**src/rtl/queen_pkg.sv**
```systemverilog
// Shared types and constants for the eight_queen run sequencer.
package queen_pkg;

   localparam int N_DEF         = 8;
   localparam int TIMEOUT_W_DEF = 16;
   localparam int FLUSH_LEN     = 2;   // cycles of solver_reset after a watchdog abort

   typedef enum logic [2:0] {
      ST_IDLE    = 3'd0,
      ST_LAUNCH  = 3'd1,
      ST_WAIT    = 3'd2,
      ST_CAPTURE = 3'd3,
      ST_PRESENT = 3'd4,
      ST_FLUSH   = 3'd5
   } state_t;

   // Width of an index able to address n items (at least 1 bit).
   function automatic int row_idx_w(input int n);
      return (n > 1) ? $clog2(n) : 1;
   endfunction

endpackage

```
**src/rtl/queen_watchdog.sv**
```systemverilog
// Saturating cycle counter; tc is high while the count sits at all-ones.
module queen_watchdog #(
   parameter int W = 16
) (
   input  logic clk,
   input  logic reset,
   input  logic clear,
   input  logic enable,
   output logic tc
);

   logic [W-1:0] cnt;

   // Count up while enabled, hold at all-ones, restart from zero on clear.
   always_ff @(posedge clk) begin
      if (reset || clear) begin
         cnt <= '0;
      end else if (enable && !tc) begin
         cnt <= cnt + W'(1);
      end
   end

   assign tc = &cnt;

endmodule

```
**src/rtl/queen_run_sequencer.sv**
```systemverilog
// Host-facing run controller for the eight_queen solver core.
// Optional build macro ROW_CHECK_EN: one-hot check on every captured row,
// reported through the sticky sol_err flag. Without it sol_err is tied 0.
//
// Host handshake: sol_valid rises when a result is ready and stays high with
// sol_board/sol_timeout/sol_err stable until the host samples sol_ack=1 while
// sol_valid=1; the result is consumed on that clock edge and sol_valid drops
// in the next cycle. sol_ack with sol_valid low is ignored.
module queen_run_sequencer
   import queen_pkg::*;
#(
   parameter int N         = N_DEF,
   parameter int TIMEOUT_W = TIMEOUT_W_DEF
) (
   input  logic           clk,
   input  logic           reset,
   input  logic           req,
   output logic           busy,
   output logic           sol_valid,
   input  logic           sol_ack,
   output logic [N*N-1:0] sol_board,
   output logic           sol_timeout,
   output logic           sol_err,
   output logic           solver_reset,
   output logic           solver_start,
   input  logic           solver_ready,
   input  logic           solver_done,
   input  logic [N-1:0]   solver_out
);

   localparam int IW = row_idx_w(N);
   localparam int FW = row_idx_w(FLUSH_LEN);

   state_t         state;
   state_t         state_nx;
   logic [IW-1:0]  row_idx;
   logic [FW-1:0]  flush_cnt;
   logic [N*N-1:0] board_q;
   logic           rst_hold;
   logic           start_q;
   logic           timeout_q;
   logic           wd_tc;

   logic           go_launch;
   logic           go_start;
   logic           cap_first;
   logic           cap_row;
   logic           go_flush;
   logic           ack_take;

   queen_watchdog #(.W(TIMEOUT_W)) u_watchdog (
      .clk    (clk),
      .reset  (reset),
      .clear  (state != ST_WAIT),
      .enable (state == ST_WAIT),
      .tc     (wd_tc)
   );

   // State register.
   always_ff @(posedge clk) begin
      if (reset) begin
         state <= ST_IDLE;
      end else begin
         state <= state_nx;
      end
   end

   // Next-state decode and the datapath strobes that go with each transition.
   always_comb begin
      state_nx  = state;
      go_launch = 1'b0;
      go_start  = 1'b0;
      cap_first = 1'b0;
      cap_row   = 1'b0;
      go_flush  = 1'b0;
      ack_take  = 1'b0;
      case (state)
         ST_IDLE: begin
            if (req) begin
               go_launch = 1'b1;
               state_nx  = ST_LAUNCH;
            end
         end
         ST_LAUNCH: begin
            if (solver_ready) begin
               go_start = 1'b1;
               state_nx = ST_WAIT;
            end
         end
         ST_WAIT: begin
            // done takes priority over a coincident terminal count
            if (solver_done) begin
               cap_first = 1'b1;
               state_nx  = ST_CAPTURE;
            end else if (wd_tc) begin
               go_flush = 1'b1;
               state_nx = ST_FLUSH;
            end
         end
         ST_CAPTURE: begin
            cap_row = 1'b1;
            if (row_idx == IW'(N - 1)) begin
               state_nx = ST_PRESENT;
            end
         end
         ST_PRESENT: begin
            if (sol_ack) begin
               ack_take = 1'b1;
               state_nx = ST_IDLE;
            end
         end
         ST_FLUSH: begin
            if (flush_cnt == FW'(FLUSH_LEN - 1)) begin
               state_nx = ST_PRESENT;
            end
         end
         default: state_nx = ST_IDLE;
      endcase
   end

   // Board capture, start pulse, timeout flag and solver reset stretching.
   always_ff @(posedge clk) begin
      if (reset) begin
         board_q   <= '0;
         row_idx   <= '0;
         flush_cnt <= '0;
         start_q   <= 1'b0;
         timeout_q <= 1'b0;
         rst_hold  <= 1'b1;
      end else begin
         rst_hold <= 1'b0;
         start_q  <= go_start;
         if (go_launch) begin
            board_q   <= '0;
            timeout_q <= 1'b0;
         end
         if (cap_first) begin
            board_q[N-1:0] <= solver_out;
            row_idx        <= IW'(1);
         end
         if (cap_row) begin
            board_q[row_idx*N +: N] <= solver_out;
            row_idx                 <= row_idx + IW'(1);
         end
         if (go_flush) begin
            board_q   <= '0;
            timeout_q <= 1'b1;
         end
         if (ack_take) begin
            timeout_q <= 1'b0;
         end
         if (state == ST_FLUSH) begin
            flush_cnt <= flush_cnt + FW'(1);
         end else begin
            flush_cnt <= '0;
         end
      end
   end

`ifdef ROW_CHECK_EN
   logic err_q;
   logic row_bad;

   // A legal row has exactly one queen: nonzero with no second set bit.
   always_comb begin
      row_bad = (solver_out == '0) || ((solver_out & (solver_out - N'(1))) != '0);
   end

   // Sticky row error, only raised by rows that are actually captured.
   always_ff @(posedge clk) begin
      if (reset) begin
         err_q <= 1'b0;
      end else if (go_launch || ack_take) begin
         err_q <= 1'b0;
      end else if ((cap_first || cap_row) && row_bad) begin
         err_q <= 1'b1;
      end
   end

   assign sol_err = err_q;
`else
   assign sol_err = 1'b0;
`endif

   assign busy         = (state != ST_IDLE);
   assign sol_valid    = (state == ST_PRESENT);
   assign sol_board    = board_q;
   assign sol_timeout  = timeout_q;
   assign solver_start = start_q;
   assign solver_reset = rst_hold || (state == ST_FLUSH);

endmodule
```
**config.mk**
```make
export PLATFORM = sky130hd
export DESIGN_NAME = queen_run_sequencer
export DESIGN_NICKNAME = d
export VERILOG_FILES = /design/src/rtl/queen_pkg.sv /design/src/rtl/queen_watchdog.sv /design/src/rtl/queen_run_sequencer.sv
export SDC_FILE = /design/constraint.sdc
export NUM_CORES = 1
export LEC_CHECK = 0
export ABC_CLOCK_PERIOD_IN_PS = 3230
export CAP_MARGIN = 15
export CELL_PAD_IN_SITES_DETAIL_PLACEMENT = 0
export CELL_PAD_IN_SITES_GLOBAL_PLACEMENT = 1
export CORE_MARGIN = 2
export CORE_UTILIZATION = 39
export DETAILED_ROUTE_END_ITERATION = 10
export MAX_ROUTING_LAYER = met4
export PLACE_DENSITY = 0.89
export SLEW_MARGIN = 20
export SYNTH_ARGS = -nofsm -noshare
export SYNTH_HDL_FRONTEND = slang
export SYNTH_HIERARCHICAL = 1
export SYNTH_SLANG_ARGS = --single-unit
```
**constraint.sdc**
```tcl
create_clock -name clk -period 3.23 [get_ports clk]
set_input_delay 0.323 -clock clk [delete_from_list [all_inputs] [get_ports clk]]
set_output_delay 0.323 -clock clk [all_outputs]
set_load 0.01 [all_outputs]
```
==> run summary <==
### Power
• PD cells: 490 nW/um2
• Power Total: 2.57 mW
• leakage dissipation: 1.73 nW
• maximum vdd drop: 182 uV

### Final layout
• nets@finish: 567
• total area of sequential cells: 1800 um2
• Area growth syn-to-layout: 24.5%
• multi-input combinational cell area: 2160 um2
• fin util: 0.504
• most used cells in the layout excluding fill and tap cells: dfxtp_1 (90), clkdlybuf4s50_1 (82), nand2_1 (53)
• layout cells sized above 1: 0.0909
• Filler Cells Inserted: 972
• leading cell type in the layout, fill and taps excluded: dfxtp_1
• Antenna diodes: 0

### Clock tree
• Inserted Clock Buffers: 9
• H-Tree Depth: 3
• library cell used as clock root buffer: clkbuf_8
• CTS tree: built
• number of gates given a new drive strength after cts: 0
• hold-fix buffers at CTS: 0
• clock slew at reported path FFs: 0.09 ns
• buffers inserted by post-CTS timing repair: 0
• Max clock buf depth: 2
• clock tree sinks: 90
• clock latency on the worst-skew pair: 0.35 ns

### Worst hold path
• Tightest Hold Check Type: register to register

### Route
• router iterations before antenna repair: 4
• ratio of routed vias to standard cells: 5.53
• count of vias placed by the detailed router: 3791
• number of nets with antenna violations after routing: 0
• DRC violations left: 0
• per-cell routed wire length: 15.6 um
• number of DRC markers in iteration 0: 182
• final wirelength: 10700 um

### Logic synthesis
• number of synthesized register bits: 90
• share of the yosys chip area belonging to registers: 0.428
• number of synthesized flops with an enable pin: 0
• area share of the largest cell type after synthesis: 0.428
• Yosys cell types: 69
• synth warn: 6
• average size of a mapped cell: 8.78 um2
• share of flip-flops with an asynchronous set or reset: 0
• Syn Inst Count: 480
• area of the mapped netlist: 4210 um2
• Post-Syn Nets: 502
• top area cells in the synthesized netlist: dfxtp_1 (43%), a21oi_1 (5.7%), nand3_1 (4.8%)
• main flop type after synthesis: dfxtp_1
• post-synth top area cell: dfxtp_1

### Critical path
• Critical Path Fanout Max: 14
• cell type of the slowest stage on the worst timing path: dfxtp_1
• type of origin of the critical path: register
• delay contributed by the slowest stage of the critical path: 0.65 ns
• cell-by-cell listing of the critical path: inv_1, ha_1, ha_1, o311a_1, and2_1, a21oi_1, a211oi_1
• Buf/Inv on CP: 1
• Worst path top cell family by delay: adder cells
• critical path data required time: 3.49 ns
• most used cell along the critical path: ha_1
• r2r setup slk: 0.52 ns
• start-to-end type of the worst setup path: register to register
• CP Data Arrival Time: 2.97 ns
• kind of end point of the critical path: register

### Placement
• detailed placement HPWL: 7530 um
• number of buffers added on ports: 82
• routability cong.: 0.801

### STA
• Finish-stage setup viols: 0
• achievable clock frequency: 369 MHz
• Final Max Slew Viols: 0
• setup repair after global routing missed its margin: no
• number of endpoints with negative hold slack in the final report: 0
• aggregate negative setup slack: 0 ns
• part of the cycle the worst path needs: 0.838
• Slew @ Worst Pin: 0.699 ns
• worst clock skew: 0.0165 ns
• remaining max-slew budget at the tightest pin: 0.531
• post-route minimum period: 2.71 ns

### Die
• chip width: 108 um
• number of top-level design ports: 84
• area enclosed by the die boundary: 11600 um2
• Die Ht: 108 um
• area of the core: 10400 um2
• number of rows in the core area: 37
• initial cell density of the core: 0.404

### GRT
• via count of the first global-routing pass: 3624
• largest net degree at the start of global routing: 46
• first-pass GRT wire length: 18000 um
• number of antenna violations at the first check in global routing: 0
• GR Util All Layers: 0.197
• grt ovf: 0

### Outcome
• result of the run: finished, final reports clean

### Job
• number of violations of the max-capacitance limit: 0

-- metrics by stage --
step	cell area [um2]	hold WS [ns]	instances	setup WS (ns)
after floorplan	4210	0.351	480	0.974
after global placement	5050	0.410	670	0.592
after detailed placement	5050	0.423	670	0.544
after CTS	5250	0.435	686	0.529
after global routing	5250	0.453	686	0.193
final	5250	0.430	686	0.523
-- where the power goes --
group          switching (mW)  internal, mW
sequential             0.0746          1.14
combinational           0.353         0.218
clock                   0.418         0.365
total                   0.846          1.72
-- registers in the layout, indices dropped and copies added, names as in the netlist --
signal	count
row_idx	3
flush_cnt	1
rst_hold	1
sol_board	64
sol_timeout	1
u_watchdog/cnt	16
state	3
solver_start	1
-- final timing paths --
check | from | to | cells past startpoint
min reg2reg | flush_cnt | flush_cnt | 1
max | row_idx[0] | sol_board[10] | 7
min | flush_cnt | flush_cnt | 1
max reg2reg | row_idx[0] | sol_board[10] | 7
-- synthesized netlist by cell type, drive strengths merged, types with 2 or more instances --
cell / instances
a211oi: 13
buf: 27
a31oi: 2
nand3b: 13
and2: 2
nor3: 8
o311a: 2
a21oi: 49
dfxtp: 90
inv: 12
nor3b: 3
or4: 4
a21o: 2
a221oi: 4
nor4b: 2
and4: 2
nor2: 17
o41ai: 2
or2: 10
or3: 7
mux2i: 8
mux2: 3
nand4: 25
o21ai: 29
nor4: 4
nor2b: 6
nand2: 53
and3b: 2
o31ai: 6
clkbuf: 8
ha: 8
nand3: 40
o2111ai: 2
-- worst reg2reg max path, stage by stage (launching register included) --
cell and delay [ns]:
dfxtp_1 0.65, inv_1 0.16, ha_1 0.25, ha_1 0.51, o311a_1 0.32, and2_1 0.42
a21oi_1 0.08, a211oi_1 0.23
-- cells by family (layout without fill, tap and decap cells) --
logic type / Yosys count / in the layout / synth area share
mux: 11 / 11 / 0.0270
flops: 90 / 90 / 0.428
buf+inv: 47 / 117 / 0.0612
compound gates: 118 / 118 / 0.178
other cells: 1 / 1 / 0.000890
fa+ha+maj: 8 / 8 / 0.0238
xor+xnor: 2 / 2 / 0.00416
simple gates: 203 / 203 / 0.277
-- layout make-up --
class	count	area share
sequential	90	0.343
tap	136	0.0324
clock buffer	9	0.0236
clock inverter	7	0.0143
timing repair buffer	89	0.166
inverter	12	0.00859
multi-input combinational	343	0.411
-- metal layers --
metal	vias to the layer above	share of wire	GRT usage
met5	-	0	-
met2	93	0.49	0.314
met3	18	0.040	0.0283
met1	1793	0.45	0.256
li1	1887	-	-
met4	0	0.019	0.0742
Note: power is estimated with default switching activity, not from simulation.
